`src/rtl/operator_modulation_router.sv`:
```
// ============================================================================
// Module   : operator_modulation_router
// Brief    : Captures operator output samples and returns the phase-modulation
//            word (self-feedback or paired-modulator output) for the next pass.
// Revision : 1.0 - initial release
// ============================================================================
`default_nettype none

module operator_modulation_router #(
    parameter int OP_OUT_WIDTH = 13,
    parameter int NUM_OPS      = 18,
    parameter int OP_NUM_WIDTH = 5,
    parameter int FB_WIDTH     = 3
) (
    input  logic                           clk,
    input  logic                           reset,
    input  logic                           wr_en,
    input  logic [OP_NUM_WIDTH-1:0]        wr_op_num,
    input  logic signed [OP_OUT_WIDTH-1:0] wr_data,
    input  logic                           rd_en,
    input  logic [OP_NUM_WIDTH-1:0]        rd_op_num,
    input  logic [FB_WIDTH-1:0]            fb_p0,
    input  logic                           cnt_p0,
    input  logic                           rhythm_en,
    output logic signed [OP_OUT_WIDTH-1:0] modulation_p1,
    output logic                           busy
);

    localparam int                    C_SUM_W   = OP_OUT_WIDTH + 1;
    localparam int                    C_SH_W    = 4;
    localparam logic [OP_NUM_WIDTH-1:0] C_NUM_OPS = OP_NUM_WIDTH'(NUM_OPS);
    localparam logic [OP_NUM_WIDTH-1:0] C_LAST    = OP_NUM_WIDTH'(NUM_OPS - 1);

    typedef enum logic [0:0] {
        ST_CLEAR = 1'b0,
        ST_RUN   = 1'b1
    } state_t;

    state_t                         r_state;
    logic [OP_NUM_WIDTH-1:0]        r_clr_cnt;
    logic                           r_busy;
    logic signed [OP_OUT_WIDTH-1:0] r_mod;
    logic signed [OP_OUT_WIDTH-1:0] r_cur  [NUM_OPS];
    logic signed [OP_OUT_WIDTH-1:0] r_prev [NUM_OPS];

    logic                           w_wr_hit;
    logic                           w_rd_valid;
    logic [OP_NUM_WIDTH-1:0]        w_rd_idx;
    logic [OP_NUM_WIDTH-1:0]        w_sub;
    logic [OP_NUM_WIDTH-1:0]        w_ch;
    logic                           w_carrier;
    logic [OP_NUM_WIDTH-1:0]        w_mod_idx;
    logic signed [OP_OUT_WIDTH-1:0] w_self_cur;
    logic signed [OP_OUT_WIDTH-1:0] w_self_prev;
    logic signed [OP_OUT_WIDTH-1:0] w_pair_cur;
    logic signed [C_SUM_W-1:0]      w_sum;
    logic signed [C_SUM_W-1:0]      w_shifted;
    logic [C_SH_W-1:0]              w_shamt;
    logic signed [OP_OUT_WIDTH-1:0] w_mod_next;

    // Slot decode: six slots per group, first three modulators, last three carriers.
    assign w_wr_hit   = (r_state == ST_RUN) && wr_en && (wr_op_num < C_NUM_OPS);
    assign w_rd_valid = (rd_op_num < C_NUM_OPS);
    assign w_rd_idx   = w_rd_valid ? rd_op_num : '0;
    assign w_sub      = w_rd_idx % OP_NUM_WIDTH'(6);
    assign w_ch       = (w_rd_idx / OP_NUM_WIDTH'(6)) * OP_NUM_WIDTH'(3)
                      + (w_sub % OP_NUM_WIDTH'(3));
    assign w_carrier  = (w_sub >= OP_NUM_WIDTH'(3));
    assign w_mod_idx  = w_carrier ? (w_rd_idx - OP_NUM_WIDTH'(3)) : '0;

    // Write-first forwarding so a same-cycle read sees the post-write history.
    assign w_self_cur  = (w_wr_hit && (wr_op_num == w_rd_idx)) ? wr_data : r_cur[w_rd_idx];
    assign w_self_prev = (w_wr_hit && (wr_op_num == w_rd_idx)) ? r_cur[w_rd_idx] : r_prev[w_rd_idx];
    assign w_pair_cur  = (w_wr_hit && (wr_op_num == w_mod_idx)) ? wr_data : r_cur[w_mod_idx];

    // Sum is widened by one bit so two full-scale samples cannot wrap before the shift.
    assign w_sum     = C_SUM_W'(w_self_cur) + C_SUM_W'(w_self_prev);
    assign w_shamt   = C_SH_W'(9) - C_SH_W'(fb_p0);
    assign w_shifted = w_sum >>> w_shamt;

    always_comb begin
        w_mod_next = '0;
        if (!w_rd_valid) begin
            w_mod_next = '0;
        end else if (rhythm_en && ((w_ch == OP_NUM_WIDTH'(7)) || (w_ch == OP_NUM_WIDTH'(8)))) begin
            w_mod_next = '0;
        end else if (!w_carrier) begin
            if (fb_p0 != '0) begin
                w_mod_next = w_shifted[OP_OUT_WIDTH-1:0];
            end
        end else if (!cnt_p0) begin
            w_mod_next = w_pair_cur;
        end
    end

    always_ff @(posedge clk) begin
        if (reset) begin
            r_state   <= ST_CLEAR;
            r_clr_cnt <= '0;
            r_busy    <= 1'b1;
            r_mod     <= '0;
        end else begin
            case (r_state)
                ST_CLEAR: begin
                    r_cur[r_clr_cnt]  <= '0;
                    r_prev[r_clr_cnt] <= '0;
                    r_clr_cnt         <= r_clr_cnt + 1'b1;
                    if (rd_en) begin
                        r_mod <= '0;
                    end
                    if (r_clr_cnt == C_LAST) begin
                        r_state <= ST_RUN;
                        r_busy  <= 1'b0;
                    end
                end
                ST_RUN: begin
                    r_busy <= 1'b0;
                    if (w_wr_hit) begin
                        r_prev[wr_op_num] <= r_cur[wr_op_num];
                        r_cur[wr_op_num]  <= wr_data;
                    end
                    if (rd_en) begin
                        r_mod <= w_mod_next;
                    end
                end
                default: begin
                    r_state   <= ST_CLEAR;
                    r_clr_cnt <= '0;
                    r_busy    <= 1'b1;
                end
            endcase
        end
    end

    assign modulation_p1 = r_mod;
    assign busy          = r_busy;

endmodule

`default_nettype wire

```
`config.mk`:
```
export PLATFORM = sky130hd
export DESIGN_NAME = operator_modulation_router
export DESIGN_NICKNAME = d
export VERILOG_FILES = /design/src/rtl/operator_modulation_router.sv
export SDC_FILE = /design/constraint.sdc
export NUM_CORES = 1
export LEC_CHECK = 0
export ABC_CLOCK_PERIOD_IN_PS = 8550
export CAP_MARGIN = 20
export CELL_PAD_IN_SITES_DETAIL_PLACEMENT = 1
export CELL_PAD_IN_SITES_GLOBAL_PLACEMENT = 2
export CORE_ASPECT_RATIO = 0.6
export CORE_MARGIN = 8
export CORE_UTILIZATION = 40
export DETAILED_ROUTE_END_ITERATION = 6
export PLACE_DENSITY = 0.8
export SYNTH_ARGS = -nofsm -noshare
export SYNTH_HDL_FRONTEND = slang
export SYNTH_SLANG_ARGS = --single-unit
export TNS_END_PERCENT = 100
```
`constraint.sdc`:
```
create_clock -name clk -period 8.55 [get_ports clk]
set_input_delay 0.855 -clock clk [delete_from_list [all_inputs] [get_ports clk]]
set_output_delay 0.855 -clock clk [all_outputs]
set_load 0.05 [all_outputs]
```
==> metrics <==
normalized max-slew margin=17.60%; post-DR vias/cell=6.788; EDFF count, synth=468; period utilisation layout=95.60%; Clock Latency Late Sink=0.62 ns; Max FO, Critical Path=10; final WL=106100 um; Detail Route Antenna Nets=0; status=completed; top_reg_cell synth=edfxtp_1; storage element area=14450 sq um; slowest CP cell=or4b_2; Final Hold Viols=0; cts bufs inserted=47; Hold WC Path Type=reg2reg; Final min period=8.174 ns; Total Routing Usage GR=28.20%; Seq cells post-synth=488; CTS tree=yes; RSZ-0062 raised after global routing=false; Pwr Total=0.006243 W; final net count=2280; Synth Instances=2117; DP Wirelength=66210 um; vias post-DR=21.08k; CTS clk-pin slew, worst paths=0.06 ns; Worst Path Required=9.05 ns; Worst-Margin Slew=1.231 ns; GP Congestion=0.9533; share of cells above drive strength 1=19.32%; GRT overflow=0; Mapped Nets=2182; Fill cells=6628; CTS Hold Bufs=0; library cells used by synthesis=90; initial core utilization=40.35%; fin cells=3105; Avg Cell Area, Syn=12.26 sq um; synthesized cell area=25950 sq um; Hold Worst Slack=0.5048 ns; Max Clock Skew=0.03533 ns; CP delay by family, top=compound AO/OA/AOI/OAI gates; Pleak=10.31 nW; I/O pin count=46; first-pass GRT wire length=151800 um; largest net degree at the start of global routing=153; Core Area=64320 sq um; height of the die=213.3 um; PortBufs=45; pwr dens=207.6 nW/um^2; DR iter-0 viols=3382; placed insts=3005; H-tree depth=2; max-cap violation count=0; Synth Warn #=0; Setup crit end kind=register; Final Core Density=46.75%; CP arrival=8.67 ns; max-slew violation count=0; setup_tns=0 ns; fmax=122.3 MHz; CTS root buf=clkbuf_16; Final setup viols=0; row count=72; CTS sink cnt=488; routed length per instance=34.17 um; drt pass-1 iters=6; worst-case clock buffer depth=3; initial antenna violation count=4; Buf+Inv Stages, Crit Path=8; Post-route DRC=0; crit path launch type=primary input; Synth async-reset ratio=0%; area delta synth->final=15.86%; die area=73560 sq um; multi-input logic area=11070 sq um; sequential element share of the synthesized area=55.69%; worst-case vdd ir drop=0.1405 mV; CP max stage delay=0.69 ns; Die Wd=344.9 um; number of global-route vias before repair=21.07k; CP dominant cell by count=inv_1; critical path class=in2reg
[logic make-up (layout without fill, tap and decap cells)]
family / count (synthesis) / count (layout) / synth area share, %
flops: 488 / 488 / 55.69
compound gates: 559 / 559 / 14.78
xor+xnor: 34 / 34 / 1.147
mux: 201 / 201 / 13.28
simple gates: 612 / 612 / 10.53
other cells: 0 / 3 / 0
buf+inv: 190 / 324 / 2.873
fa+ha+maj: 33 / 33 / 1.707
[flip-flops by register name, indices dropped and copies added, names as in the netlist]
name	count
busy	1
modulation_p1	13
r_clr_cnt	5
r_cur	234
r_prev	234
r_state	1
[path summary, 6_finish.rpt]
check                     from                 to  slack (ns)  cells past startpoint
setup reg to reg       r_state   modulation_p1[9]        3.08                     21
hold / removal            busy               busy        0.50                      2
hold reg to reg           busy               busy        0.50                      2
setup / recovery  rd_op_num[2]  modulation_p1[10]        0.38                     35
[metrics by stage]
step / worst slack (ns) / area, sq um
after floorplan: 0.01743 / 25980
after global placement: -0.07185 / 28280
after detailed placement: -0.3285 / 28280
after CTS: 0.2612 / 29850
after global routing: 0.005699 / 30060
final: 0.3758 / 30070
[per-layer routing]
layer | part of all wire, % | GRT usage (%) | vias to the layer above
li1 | - | - | 8545
met1 | 42 | 40.47 | 10830
met2 | 40 | 39.21 | 1433
met3 | 14 | 10.85 | 266
met4 | 3.2 | 8.596 | 2
met5 | 0.042 | 0 | -
[where the power goes]
group / total (W) / switching [W] / internal, W
sequential: 0.00263 / 0.0000155 / 0.00261
combinational: 0.00143 / 0.000921 / 0.000508
clock: 0.00219 / 0.000984 / 0.00120
total: 0.00624 / 0.00192 / 0.00432
[cells in the mapped netlist (10+ instances only)]
master	n	share of area, %
clkbuf_1	113	1.6
and3_1	45	1.1
a31oi_1	60	1.4
buf_2	11	0.21
nor2_1	123	1.8
mux4_2	113	9.8
buf_1	29	0.42
o21ai_0	61	1.2
nor3_1	35	0.67
edfxtp_1	468	54
a21oi_1	163	3.1
o211ai_1	10	0.29
xnor2_1	26	0.88
mux2_2	12	0.52
ha_1	29	1.4
a221oi_1	67	2.3
nand2b_1	18	0.43
nand2_1	296	4.3
mux2i_1	72	2.8
nand3_1	36	0.69
a221o_1	11	0.42
a211oi_1	55	1.6
o21ai_1	10	0.19
inv_1	28	0.40
dfxtp_1	20	1.5
[layout make-up]
class                   count  share of cell area [%]
clock buffers              57                   4.036
inverters                  33                  0.4452
multi-input cells        1439                   36.80
flip-flops and latches    488                   48.07
clock inverters            28                   1.182
repair buffers            206                   5.908
diodes                      3                 0.02496
well taps                 851                   3.541
[repair_timing]
| item | in CTS | in global routing |
|---|---|---|
| buffers inserted | 0 | 1 |
| resized for setup | 0 | 7 |
| endpoints found under the setup margin | 0 | 10 |
[layout by cell type, fill, tap and decap left out, drive strengths merged, types with 29 or more instances in the layout]
cell type and instances:
a31oi 60, clkbuf 62, a211oi 55, nand2 296, ha 29, clkdlybuf4s50 40, nand3 36, nor3 37
a221oi 67, nor2 125, and3 46, o21ai 73, mux4 113, buf 161, mux2i 72, a21oi 166
edfxtp 468, inv 32
[worst reg2reg max path: stages (launching register included)]
cell and delay, ns:
dfxtp_1 0.54, and3_1 0.22, buf_4 0.28, nand4_1 0.18, nor3_2 0.13, buf_4 0.38
buf_4 0.26, nand2_1 0.06, o21ai_0 0.17, ha_1 0.31, a21o_1 0.22, a221oi_1 0.54
o211ai_1 0.27, or4_1 0.45, nand3_1 0.16, nand2_1 0.07, o211ai_1 0.12, o221ai_1 0.24
mux2i_1 0.36, a21oi_1 0.12, nor3_1 0.20, a22o_1 0.16
(Power assumes the default switching activity.)
